$ cat src/rtl/ama_riscv_rf_wb_arbiter_pkg.sv
// Shared types and constants for the register-file writeback arbiter.
// Register-address width, data width and x0 handling live here.
package ama_riscv_rf_wb_arbiter_pkg;

  localparam int  RF_ADDR_W  = 5;
  localparam int  XLEN       = 32;
  localparam int  RF_NREGS   = 1 << RF_ADDR_W;
  localparam bit  RF_X0_ZERO = 1'b1;

  typedef struct packed {
    logic [RF_ADDR_W-1:0] rd;
    logic [XLEN-1:0]      data;
  } wb_entry_t;

  function automatic logic is_x0(
    input logic [RF_ADDR_W-1:0] a
  );
    return RF_X0_ZERO && (a == '0);
  endfunction

endpackage

$ cat src/rtl/ama_riscv_wb_fifo.sv
// Long-latency writeback buffer: rd+data entries, push/pop in any cycle.
// Ports: push/push_rd/push_data in, pop in, head_rd/head_data/full/empty/count out.
module ama_riscv_wb_fifo
  import ama_riscv_rf_wb_arbiter_pkg::*;
#(
  parameter int DEPTH = 2,
  parameter int PW    = $clog2(DEPTH)
) (
  input  logic                 clk,
  input  logic                 rst_n,
  input  logic                 push,
  input  logic [RF_ADDR_W-1:0] push_rd,
  input  logic [XLEN-1:0]      push_data,
  input  logic                 pop,
  output logic [RF_ADDR_W-1:0] head_rd,
  output logic [XLEN-1:0]      head_data,
  output logic                 full,
  output logic                 empty,
  output logic [PW:0]          count
);

  wb_entry_t       mem_q [DEPTH];
  wb_entry_t       mem_d [DEPTH];
  logic [PW-1:0]   wptr_q, wptr_d;
  logic [PW-1:0]   rptr_q, rptr_d;
  logic [PW:0]     cnt_q, cnt_d;
  logic            do_push, do_pop;

  assign full      = (cnt_q == (PW+1)'(DEPTH));
  assign empty     = (cnt_q == '0);
  assign count     = cnt_q;
  assign head_rd   = mem_q[rptr_q].rd;
  assign head_data = mem_q[rptr_q].data;

  // A push at full is legal only when the head leaves the same cycle.
  assign do_pop  = pop & ~empty;
  assign do_push = push & (~full | do_pop);

  always_comb begin
    mem_d  = mem_q;
    wptr_d = wptr_q;
    rptr_d = rptr_q;
    cnt_d  = cnt_q;
    if (do_push) begin
      mem_d[wptr_q] = '{rd: push_rd, data: push_data};
      wptr_d        = wptr_q + 1'b1;
    end
    if (do_pop) begin
      rptr_d = rptr_q + 1'b1;
    end
    unique case ({do_push, do_pop})
      2'b10:   cnt_d = cnt_q + 1'b1;
      2'b01:   cnt_d = cnt_q - 1'b1;
      default: cnt_d = cnt_q;
    endcase
  end

  always_ff @(posedge clk or negedge rst_n) begin
    if (!rst_n) begin
      for (int i = 0; i < DEPTH; i++) begin
        mem_q[i] <= '0;
      end
      wptr_q <= '0;
      rptr_q <= '0;
      cnt_q  <= '0;
    end else begin
      mem_q  <= mem_d;
      wptr_q <= wptr_d;
      rptr_q <= rptr_d;
      cnt_q  <= cnt_d;
    end
  end

endmodule

$ cat src/rtl/ama_riscv_rf_wb_arbiter.sv
// Arbitrates the RF write port between EX and buffered long-latency results.
// Ports: ex_*, lsu_*/lsu_ready, iss_*, rs1/rs2_addr in; stall, ex_hold, rf_* out.
module ama_riscv_rf_wb_arbiter
  import ama_riscv_rf_wb_arbiter_pkg::*;
#(
  parameter int FIFO_DEPTH = 2,
  parameter int STARVE_LIM = 4
) (
  input  logic        clk,
  input  logic        rst_n,
  input  logic        ex_we,
  input  logic [4:0]  ex_rd,
  input  logic [31:0] ex_data,
  input  logic        lsu_valid,
  input  logic [4:0]  lsu_rd,
  input  logic [31:0] lsu_data,
  output logic        lsu_ready,
  input  logic        iss_valid,
  input  logic [4:0]  iss_rd,
  input  logic [4:0]  rs1_addr,
  input  logic [4:0]  rs2_addr,
  output logic        stall,
  output logic        ex_hold,
  output logic        rf_we,
  output logic [4:0]  rf_addr_d,
  output logic [31:0] rf_data_d
);

  localparam int PW = $clog2(FIFO_DEPTH);
  localparam int SW = $clog2(STARVE_LIM + 1);

  logic                 ex_req, push, pop;
  logic                 full, empty, busy;
  logic [PW:0]          fifo_cnt;
  logic [RF_ADDR_W-1:0] head_rd;
  logic [XLEN-1:0]      head_data;

  logic [RF_NREGS-1:0]  pend_q, pend_d;
  logic [SW-1:0]        cnt_q, cnt_d;
  logic                 ex_hold_q, ex_hold_d;

  ama_riscv_wb_fifo #(
    .DEPTH (FIFO_DEPTH)
  ) u_fifo (
    .clk       (clk),
    .rst_n     (rst_n),
    .push      (push),
    .push_rd   (lsu_rd),
    .push_data (lsu_data),
    .pop       (pop),
    .head_rd   (head_rd),
    .head_data (head_data),
    .full      (full),
    .empty     (empty),
    .count     (fifo_cnt)
  );

  // The hold cycle masks EX so the buffer head gets the port.
  assign ex_req    = ex_we & ~is_x0(ex_rd) & ~ex_hold_q;
  assign pop       = ~empty & ~ex_req;
  assign lsu_ready = ~full | pop;
  assign push      = lsu_valid & lsu_ready & ~is_x0(lsu_rd);
  assign busy      = (fifo_cnt != '0);
  assign ex_hold   = ex_hold_q;

  always_comb begin
    rf_we     = 1'b0;
    rf_addr_d = '0;
    rf_data_d = '0;
    unique case (1'b1)
      ex_req: begin
        rf_we     = 1'b1;
        rf_addr_d = ex_rd;
        rf_data_d = ex_data;
      end
      pop: begin
        rf_we     = 1'b1;
        rf_addr_d = head_rd;
        rf_data_d = head_data;
      end
      default: ;
    endcase
  end

  // Clear on drain first so a same-cycle reissue keeps the bit set.
  always_comb begin
    pend_d = pend_q;
    if (pop) begin
      pend_d[head_rd] = 1'b0;
    end
    if (iss_valid && !is_x0(iss_rd)) begin
      pend_d[iss_rd] = 1'b1;
    end
  end

  always_comb begin
    stall = 1'b0;
    if (!is_x0(rs1_addr) && pend_q[rs1_addr]) stall = 1'b1;
    if (!is_x0(rs2_addr) && pend_q[rs2_addr]) stall = 1'b1;
    if (iss_valid && !is_x0(iss_rd) && pend_q[iss_rd]) stall = 1'b1;
  end

  always_comb begin
    cnt_d     = cnt_q;
    ex_hold_d = 1'b0;
    if (!busy || pop) begin
      cnt_d = '0;
    end else if (ex_req) begin
      if (cnt_q == SW'(STARVE_LIM - 1)) begin
        ex_hold_d = 1'b1;
        cnt_d     = '0;
      end else begin
        cnt_d = cnt_q + 1'b1;
      end
    end
  end

  always_ff @(posedge clk or negedge rst_n) begin
    if (!rst_n) begin
      pend_q    <= '0;
      cnt_q     <= '0;
      ex_hold_q <= 1'b0;
    end else begin
      pend_q    <= pend_d;
      cnt_q     <= cnt_d;
      ex_hold_q <= ex_hold_d;
    end
  end

endmodule

$ cat config.mk
export PLATFORM = sky130hd
export DESIGN_NAME = ama_riscv_rf_wb_arbiter
export DESIGN_NICKNAME = d
export VERILOG_FILES = /design/src/rtl/ama_riscv_rf_wb_arbiter_pkg.sv /design/src/rtl/ama_riscv_wb_fifo.sv /design/src/rtl/ama_riscv_rf_wb_arbiter.sv
export SDC_FILE = /design/constraint.sdc
export NUM_CORES = 1
export LEC_CHECK = 0
export CORE_AREA = 2 2 121 123
export CTS_BUF_LIST = sky130_fd_sc_hd__clkbuf_16
export DETAILED_ROUTE_END_ITERATION = 8
export DIE_AREA = 0 0 123 125
export PLACE_DENSITY = 0.76
export SYNTH_ARGS = -nofsm -noshare
export SYNTH_HDL_FRONTEND = slang
export SYNTH_SLANG_ARGS = --single-unit
$ cat constraint.sdc
create_clock -name clk -period 2.8 [get_ports clk]
set_clock_uncertainty 0.15 [all_clocks]
set_input_delay 0.7 -clock clk [delete_from_list [all_inputs] [get_ports clk]]
set_output_delay 0.7 -clock clk [all_outputs]
set_load 0.01 [all_outputs]
=== Word-level counts from Yosys, hierarchy flattened ===
Index checks and enable logic that the tools add are counted.

* Add/sub/neg operators: 5
* Order comparisons: 9
* Equal/unequal tests: 4
* Muxes and demuxes: 31
* Bitwise operators: 20
* Reductions and logical operators: 22

{| class="wikitable"
|+ Operators by type and width
! kind !! count
|-
| two-way mux 37 bit || 4
|-
| bitwise mux 74 bit || 1
|-
| two-way mux 32 bit || 2
|-
| one-hot mux 32 bit (2 select lines) || 1
|-
| demux 37 bit (select 1 bit) || 1
|-
| bitwise AND 32 bit || 1
|-
| inverter 32 bit || 1
|-
| bitwise OR 32 bit || 1
|-
| zero test 5 bit || 5
|-
| less-than comparator 5 x 6 -> 1 bit, second input constant || 4
|-
| binary-select mux 1 bit (select 5 bit) || 3
|-
| two-way mux 1 bit || 12
|-
| demux 1 bit (select 5 bit) || 2
|-
| >= comparator 5 x 1 -> 1 bit, second input constant || 2
|-
| one-hot mux 5 bit (2 select lines) || 1
|-
| two-way mux 3 bit || 3
|-
| bitwise AND 1 bit || 7
|-
| logical AND 1 bit || 7
|-
| inverter 1 bit || 6
|-
| nonzero test 2 bit || 3
|-
| equality test 2 bit, second input constant || 2
|-
| >= comparator 2 bit, second input constant || 2
|-
| zero test 1 bit || 4
|-
| inverter 1 -> 2 bit || 2
|-
| 12 further kinds || 14
|}

* Register bits after elaboration: 114
* Bits of input ports: 94
* Output and inout port bits: 41
* Word-level logic and storage cells: 101

=== Logic depth before layout (Yosys ltp) ===
Gate-level depths: netlist of run 1.

* Depth after elaboration: 13
* Gate-level depth with buffers: 11
* Gate-level depth less buffers: 8

=== Hierarchy ===
Synthesis of run 1 repeated with hierarchy kept, for this count alone.

* Cells, all modules: 512
* Area total of the unflattened synthesis: 6,316.1 µm²

{| class="wikitable"
|+ Modules (own cells, without submodules)
! module !! times used !! cells an instance !! area an instance (µm²) !! seq. area each (µm²)
|-
| ama_riscv_wb_fifo || 1 || 223 || 3,499.6 || 1,951.9
|-
| ama_riscv_rf_wb_arbiter || 1 || 289 || 2,816.5 || 900.9
|}

=== Least setup slack after synthesis of run 1 ===
No wires, ideal clock.

* Path kind: input-to-output
* From: input ex_rd[4]
* To: output rf_addr_d[3]
* Data arrival time: 2.293 ns
* Data required time: 1.950 ns
* Slack: -0.343 ns
* Stages on the path: 7
* Buffers on the path: 3
* Path through: or4_4 o21ai_4 buf_2 nand2_1 buf_2 buf_2 o21ai_0

* Longest elaborated chain between the ends: 7

{| class="wikitable"
|+ Ends and longest elaborated chain
! item !! line !! source
|-
| start, declared || ama_riscv_rf_wb_arbiter.sv:12 || <nowiki>input logic [4:0] ex_rd,</nowiki>
|-
| zero test 5 bit (*) || ama_riscv_rf_wb_arbiter_pkg.sv:18 || <nowiki>return RF_X0_ZERO && (a == '0);</nowiki>
|-
| inverter 1 bit (*) || ama_riscv_rf_wb_arbiter.sv:59 || <nowiki>assign ex_req = ex_we & ~is_x0(ex_rd) & ~ex_hold_q;</nowiki>
|-
| bitwise AND 1 bit (*) (2 in series) || ama_riscv_rf_wb_arbiter.sv:59 ||
|-
| inverter 1 bit || ama_riscv_rf_wb_arbiter.sv:60 || <nowiki>assign pop = ~empty & ~ex_req;</nowiki>
|-
| bitwise AND 1 bit || ama_riscv_rf_wb_arbiter.sv:60 ||
|-
| one-hot mux 5 bit (2 select lines) (*) || ama_riscv_rf_wb_arbiter.sv:70 || <nowiki>unique case (1'b1)</nowiki>
|-
| end, declared || ama_riscv_rf_wb_arbiter.sv:25 || <nowiki>output logic [4:0] rf_addr_d,</nowiki>
|}

Every way passes the cells marked *; elsewhere a longest branch is shown, timed or not.

=== Worst setup path after layout of run 1 ===
* From: input ex_rd[2]
* To: output rf_data_d[23]

* Longest elaborated chain between the ends: 7

{| class="wikitable"
|+ Ends and longest elaborated chain
! item !! line !! source
|-
| zero test 5 bit (*) || ama_riscv_rf_wb_arbiter_pkg.sv:18 ||
|-
| inverter 1 bit (*) || ama_riscv_rf_wb_arbiter.sv:59 ||
|-
| bitwise AND 1 bit (*) (2 in series) || ama_riscv_rf_wb_arbiter.sv:59 ||
|-
| inverter 1 bit || ama_riscv_rf_wb_arbiter.sv:60 ||
|-
| bitwise AND 1 bit || ama_riscv_rf_wb_arbiter.sv:60 ||
|-
| one-hot mux 32 bit (2 select lines) (*) || ama_riscv_rf_wb_arbiter.sv:70 ||
|-
| end, declared || ama_riscv_rf_wb_arbiter.sv:26 || <nowiki>output logic [31:0] rf_data_d</nowiki>
|}

Marked as above.

==> results_dict.tcl, run 1 <==
set metrics [dict create \
    place_area_um2 8660 \
    yosys-top-cells-count "114 x dfrtp_1, 94 x o21ai_0, 60 x mux2_4" \
    yosysWarnings 0 \
    setup.worst_path.start_class "input port" \
    status "finished with violations" \
    power_density_nw_per_um2 1050 \
    drt_iter0_markers 342 \
    portBuffers 134 \
    clk_latency_ns 0.42 \
    vias 5449 \
    clock_sink_count 114 \
    placementRows 44 \
    end_kind "output port" \
    grt_max_degree 41 \
    synth.top_cells.by_area "dfrtp_1 44%, mux2_4 14%, mux2i_1 7.6%, o21ai_0 7.3%, mux4_2 5.6%" \
    slew_violations 0 \
    core_area_um2 14200 \
    synth_edf_count 0 \
    root_buffer "clkbuf_16" \
    cts_htree_levels 4 \
    overflow 0 \
    nNetsFinal 857 \
    ant_nets 0 \
    dieWidth_um 123 \
    setup-violations-final 38 \
    crit_fanout 6 \
    clk_pin_slew_ns 0.06 \
    fmax_mhz 311 \
    fin_util_pct 68.7 \
    drive_gt1_share_pct 46.1 \
    grt_pass1_vias 6145 \
    ios 135 \
    syn_nets 635 \
    grt_antenna_before_repair 0 \
    design_area_um2 9760 \
    remaining_drc_errors 0 \
    place_hpwl_mm 13.2 \
    peakVddDrop_uv 589 \
    rsz0062_at_grt "true" \
    start_util_pct 45.4 \
    finalCriticalPeriod_ns 3.22 \
    ys_ff_latch 114 \
    cts-buffers-inserted 17 \
    dieArea_um2 15400 \
    postSynthCellCount 539 \
    synth.most_common_cell "dfrtp_1" \
    wl_per_cell_um 21.8 \
    relSlewSlack_pct 64.1 \
    failed_checks "negative setup slack" \
    yosys.area.top_type "dfrtp_1" \
    arrival_ns 2.37 \
    fin_crit_sh_pct 115 \
    path_class "input port to output port" \
    track_usage_pct 28.2 \
    async_reset_ff_share_pct 100 \
    synth_top_area_share_pct 44.3 \
    cp.required_ns 1.95 \
    via_per_inst 5.69 \
    grt_first_pass_wirelength_mm 33.1 \
    seq_area_frac_synth_pct 44.3 \
    hp-class "input port to asynchronous set/reset pin" \
    syn_area_um2 6450 \
    first_pass_iters 5 \
    synth_flop_cell "dfrtp_1" \
    hold_viol_final 0 \
    worstMarginPinSlew_ns 0.524 \
    clockBufferDepth 2 \
    wirelength_mm 20.8 \
    p_leak_uw 0.00434 \
    maxCapViolCount 0 \
    synth.avg_cell_area_um2 12.0 \
    cts_tree "done" \
    fp.dieH_um 125 \
    fillers 970 \
    antenna_cells 0 \
    gp_congestion 0.902 \
    setup_slack_ns -0.417 \
    synth_cell_types 52 \
    syn_to_final_growth_pct 51.4 \
]
## flip-flops by register name, summed over array words and instances, names as in the netlist
signal	count
u_fifo.rptr_q	1
u_fifo.count	2
cnt_q	3
u_fifo.wptr_q	1
u_fifo.mem_q	74
ex_hold	1
pend_q	32
## kinds of logic (layout without fill, tap and decap cells)
kind of cell	after synthesis	in the layout	share of synthesized area, %
xor gates and xnor gates	5	5	0.679
DFF	114	114	44.3
and+or+nand+nor	111	111	9.38
muxes	142	142	30.1
adders and majority gates	2	2	0.388
AOI/OAI and AO/OA	126	126	11.2
buffers and inverters	39	274	3.92
## power breakdown
| part | internal [uW] | switching, uW | total, uW | leakage [uW] |
|---|---|---|---|---|
| combinational | 2780 | 2230 | 5000 | 0.00273 |
| clock | 1200 | 789 | 1990 | 0.000250 |
| sequential | 2470 | 754 | 3230 | 0.00136 |
## layout by cell type, fill, tap and decap left out, types with 4 or more instances in the layout
| master | Yosys | layout |
|---|---|---|
| xnor2_1 | 4 | 4 |
| clkbuf_16 | 0 | 17 |
| o21ai_0 | 94 | 52 |
| nand2_4 | 0 | 13 |
| buf_16 | 0 | 5 |
| nand2_2 | 0 | 17 |
| nand3_1 | 8 | 7 |
| clkinvlp_4 | 0 | 6 |
| mux2_4 | 60 | 60 |
| buf_6 | 0 | 29 |
| or3_1 | 5 | 4 |
| nand2_1 | 49 | 19 |
| nor2_1 | 10 | 10 |
| dfrtp_1 | 114 | 113 |
| nor2b_1 | 4 | 4 |
| dlygate4sd2_1 | 0 | 6 |
| mux4_2 | 16 | 16 |
| buf_12 | 6 | 14 |
| nor3_1 | 6 | 6 |
| nand3b_1 | 7 | 7 |
| o21ai_2 | 0 | 24 |
| mux2i_1 | 49 | 49 |
| mux2_2 | 17 | 17 |
| inv_1 | 6 | 6 |
| o21ai_1 | 9 | 12 |
| o21ai_4 | 1 | 16 |
| buf_2 | 7 | 26 |
| clkdlybuf4s50_1 | 0 | 75 |
| buf_4 | 0 | 72 |
## per-stage QoR
step	hold WS, ns	setup WS (ns)	TNS (ns)	power [uW]	instances
2_1_floorplan	0.254	-0.108	-3.16	5980	539
3_3_place_gp	0.266	-1.08	-75.37	7480	896
3_5_place_dp	0.294	-1.03	-82.01	7640	896
4_1_cts	0.0945	-0.434	-11.07	9980	960
5_1_grt	0.123	-0.485	-14.04	10700	958
6_report	0.0816	-0.417	-12.50	10200	958
## timing repair
item	in CTS	in global routing
gates cloned	7	0
endpoints found under the setup margin	116	60
hold buffers	0	0
pin swaps	34	14
setup buffers	25	5
resized for setup	266	49
## critical path, cell delays in order
cell and delay, ns:
buf_6 0.09, or4_4 0.55, o21ai_4 0.20, nand2_4 0.13, buf_12 0.16, buf_12 0.13
buf_6 0.11, o21ai_2 0.12, buf_2 0.16
## cell type report
type                       count  area, um^2  area share [%]
clock buffer                  17         425            4.36
clock inverter                15         119            1.22
inverter                       6        22.5           0.231
multi-input combinational    386        3800            38.9
sequential                   114        2850            29.2
tap                          184         230            2.36
timing repair buffer         236        2310            23.7
## per-layer routing
| metal | routed length [um] | global-route usage, % | vias to the layer above |
|---|---|---|---|
| li1 | - | - | 2449 |
| met1 | 8160 | 34.2 | 2727 |
| met4 | 801 | 13.7 | 0 |
| met5 | 0 | 0 | - |
| met3 | 1240 | 6.57 | 53 |
| met2 | 10600 | 47.0 | 220 |
## worst paths after layout
check                                                     to  cells after the start                   startpoint  slack (ns)
worst max-delay path                           rf_data_d[23]                      9                     ex_rd[2]       -0.42
worst min-delay path            u_fifo.mem_q[15]$_DFFE_PN0P_                      1                        rst_n        0.08
worst max register to register   u_fifo.count[1]$_DFFE_PN0P_                     10  u_fifo.count[0]$_DFFE_PN0P_        0.46
worst min register to register          cnt_q[0]$_DFFE_PN0P_                      1         cnt_q[0]$_DFFE_PN0P_        0.31
max in group asynchronous               cnt_q[2]$_DFFE_PN0P_                      2                        rst_n        1.73
min in group clk                        cnt_q[0]$_DFFE_PN0P_                      1         cnt_q[0]$_DFFE_PN0P_        0.31
Note: power is estimated with default switching activity, not from simulation.
==> run 2: changes to the inputs <==
SLEW_MARGIN = 20   (was default)
==> results of run 2 <==
The final DEF is identical to that of run 1; final timing and power are the same.
==> run 3: changes to the inputs <==
CORE_AREA = 2 2 110 134   (was 2 2 121 123)
CTS_BUF_LIST = default   (was sky130_fd_sc_hd__clkbuf_16)
DIE_AREA = 0 0 112 136   (was 0 0 123 125)
==> results_dict.tcl, run 3 (synthesized netlist as in run 1, its figures left out) <==
set metrics [dict create \
    reg2reg_slack_ns 0.29 \
    path_class "input port to output port" \
    failed_checks "negative setup slack" \
    fin_crit_sh_pct 115 \
    top_register "u_fifo.mem_q" \
    cpPeakStageDelay_ns 0.55 \
    cts_tree "done" \
    fillers 956 \
    clk_pin_slew_ns 0.06 \
    reg2reg_to "u_fifo.count[1]$_DFFE_PN0P_" \
    power_density_nw_per_um2 1070 \
    drt_iter0_markers 276 \
    path_buf_inv 5 \
    wirelength_mm 21.1 \
    clock_sink_count 114 \
    p_int_uw 6760 \
    rsz0062_at_grt "true" \
    clock_power_share_pct 21.9 \
    fin_util_pct 69.7 \
    relSlewSlack_pct 62.5 \
    nNetsFinal 858 \
    worstMarginPinSlew_ns 0.563 \
    crit_top_cell "buf_12" \
    vias 5592 \
    clockBufferDepth 2 \
    start_util_pct 45.9 \
    finalCriticalPeriod_ns 3.21 \
    portBuffers 134 \
    place_hpwl_mm 13.1 \
    preCtsSetupSlack_ns -0.990 \
    antenna_cells 0 \
    grt_pass1_vias 5796 \
    end_kind "output port" \
    maxCapViolCount 0 \
    grt_first_pass_wirelength_mm 30.7 \
    via_per_inst 5.89 \
    dieArea_um2 15200 \
    grt_antenna_before_repair 0 \
    switchingPower_uw 3770 \
    r2r_start "ex_hold$_DFF_PN0_" \
    overflow 0 \
    ant_nets 0 \
    largest_reg_flops 74 \
    cpMaxStageDelayCell "or4_4" \
    hold_viol_final 0 \
    cp.required_ns 1.95 \
    cts_htree_levels 4 \
    instances_no_fill 950 \
    cts-buffers-inserted 17 \
    peakVddDrop_uv 485 \
    fp.dieH_um 136 \
    place_area_um2 8600 \
    root_buffer "clkbuf_16" \
    syn_to_final_growth_pct 52.1 \
    slew_violations 0 \
    power_uw 10500 \
    setup_slack_ns -0.408 \
    ios 135 \
    path_cells "buf_6 -> or4_4 -> o21ai_4 -> nand2_4 -> buf_12 -> buf_12 -> buf_16 -> o21ai_2 -> buf_2" \
    track_usage_pct 26.0 \
    arrival_ns 2.36 \
    gp_congestion 0.995 \
    fmax_mhz 312 \
    remaining_drc_errors 0 \
    status "finished with violations" \
    dp_cells 884 \
    final_cell_mix "113 x dfrtp_1, 72 x clkdlybuf4s50_1, 70 x buf_4" \
    layout_commonest_cell "dfrtp_1" \
    clk_latency_ns 0.42 \
    crit_family "simple AND/OR/NAND/NOR gates" \
    reg2reg_depth 12 \
    dieWidth_um 112 \
    p_sw_share_pct 35.8 \
    wl_per_cell_um 22.3 \
    placementRows 48 \
    first_pass_iters 5 \
    hp-class "input port to asynchronous set/reset pin" \
    grt_max_degree 45 \
    crit_fanout 5 \
    drive_gt1_share_pct 46.3 \
    power.share.sequential_pct 30.4 \
    setup-violations-final 40 \
    largestRegisters "u_fifo.mem_q: 74 flops, pend_q: 32 flops, cnt_q: 3 flops" \
    cts_hold_buffers 0 \
    p_leak_uw 0.00436 \
    pwr-share-comb_pct 47.7 \
    design_area_um2 9800 \
    core_area_um2 14100 \
    setup.worst_path.start_class "input port" \
]
run 3: worst reg2reg max path, cell delays in order, from the launching register on:
cell	delay, ns
dfrtp_1	0.41
nor2b_4	0.14
buf_6	0.11
o21ai_4	0.06
buf_4	0.14
buf_6	0.11
buf_6	0.11
buf_4	0.14
o221ai_4	0.33
buf_4	0.20
ha_1	0.25
nor2_1	0.14
xor2_1	0.14
run 3: layout make-up:
| class | count | area (um^2) | area share (%) |
|---|---|---|---|
| Sequential cell | 114 | 2850 | 29.1 |
| Clock buffer | 19 | 443 | 4.52 |
| Tap cell | 175 | 219 | 2.23 |
| Clock inverter | 13 | 185 | 1.89 |
| Multi-Input combinational cell | 386 | 3770 | 38.5 |
| Inverter | 6 | 22.5 | 0.230 |
| Timing Repair Buffer | 237 | 2310 | 23.5 |
run 3: what timing repair did:
item,4_1_cts,5_1_grt
gates cloned,4,4
endpoints found under the setup margin,113,40
pin swaps,29,18
gates resized for setup,221,91
buffers inserted,18,11
run 3: stage by stage:
stage / hold WS (ns) / TNS, ns
2_1_floorplan: 0.254 / -3.16
3_3_place_gp: 0.265 / -74.52
3_5_place_dp: 0.288 / -79.41
4_1_cts: 0.131 / -12.39
5_1_grt: 0.155 / -13.67
6_report: 0.119 / -12.24
run 3: per-layer routing:
layer / global-route usage [%] / wire [um] / vias to the layer above
met1: 29.9 / 7900 / 2796
met5: 0 / 0 / -
li1: - / - / 2442
met3: 5.97 / 1260 / 70
met2: 45.9 / 11100 / 284
met4: 13.0 / 924 / 0
run 3: power by group through the flow:
stage          Clock [uW]  Sequential (uW)  Combinational [uW]
6_report             2310             3200                5020
5_1_grt              2410             3280                5330
4_1_cts              2310             3140                4780
3_5_place_dp            0             3130                4470
3_3_place_gp            0             3080                4330
2_1_floorplan           0             2880                3100
run 3: worst max-delay path by stage:
stage                         end  slack [ns]  cells after the start   startpoint
floorplan            rf_addr_d[3]       -0.11                      7     ex_rd[2]
global placement            stall       -1.02                      7  rs1_addr[1]
detailed placement          stall       -0.99                      7  rs1_addr[1]
CTS                         stall       -0.47                      7  rs2_addr[1]
global route        rf_data_d[25]       -0.44                      9     ex_rd[4]
finish               rf_data_d[8]       -0.41                      9     ex_rd[4]
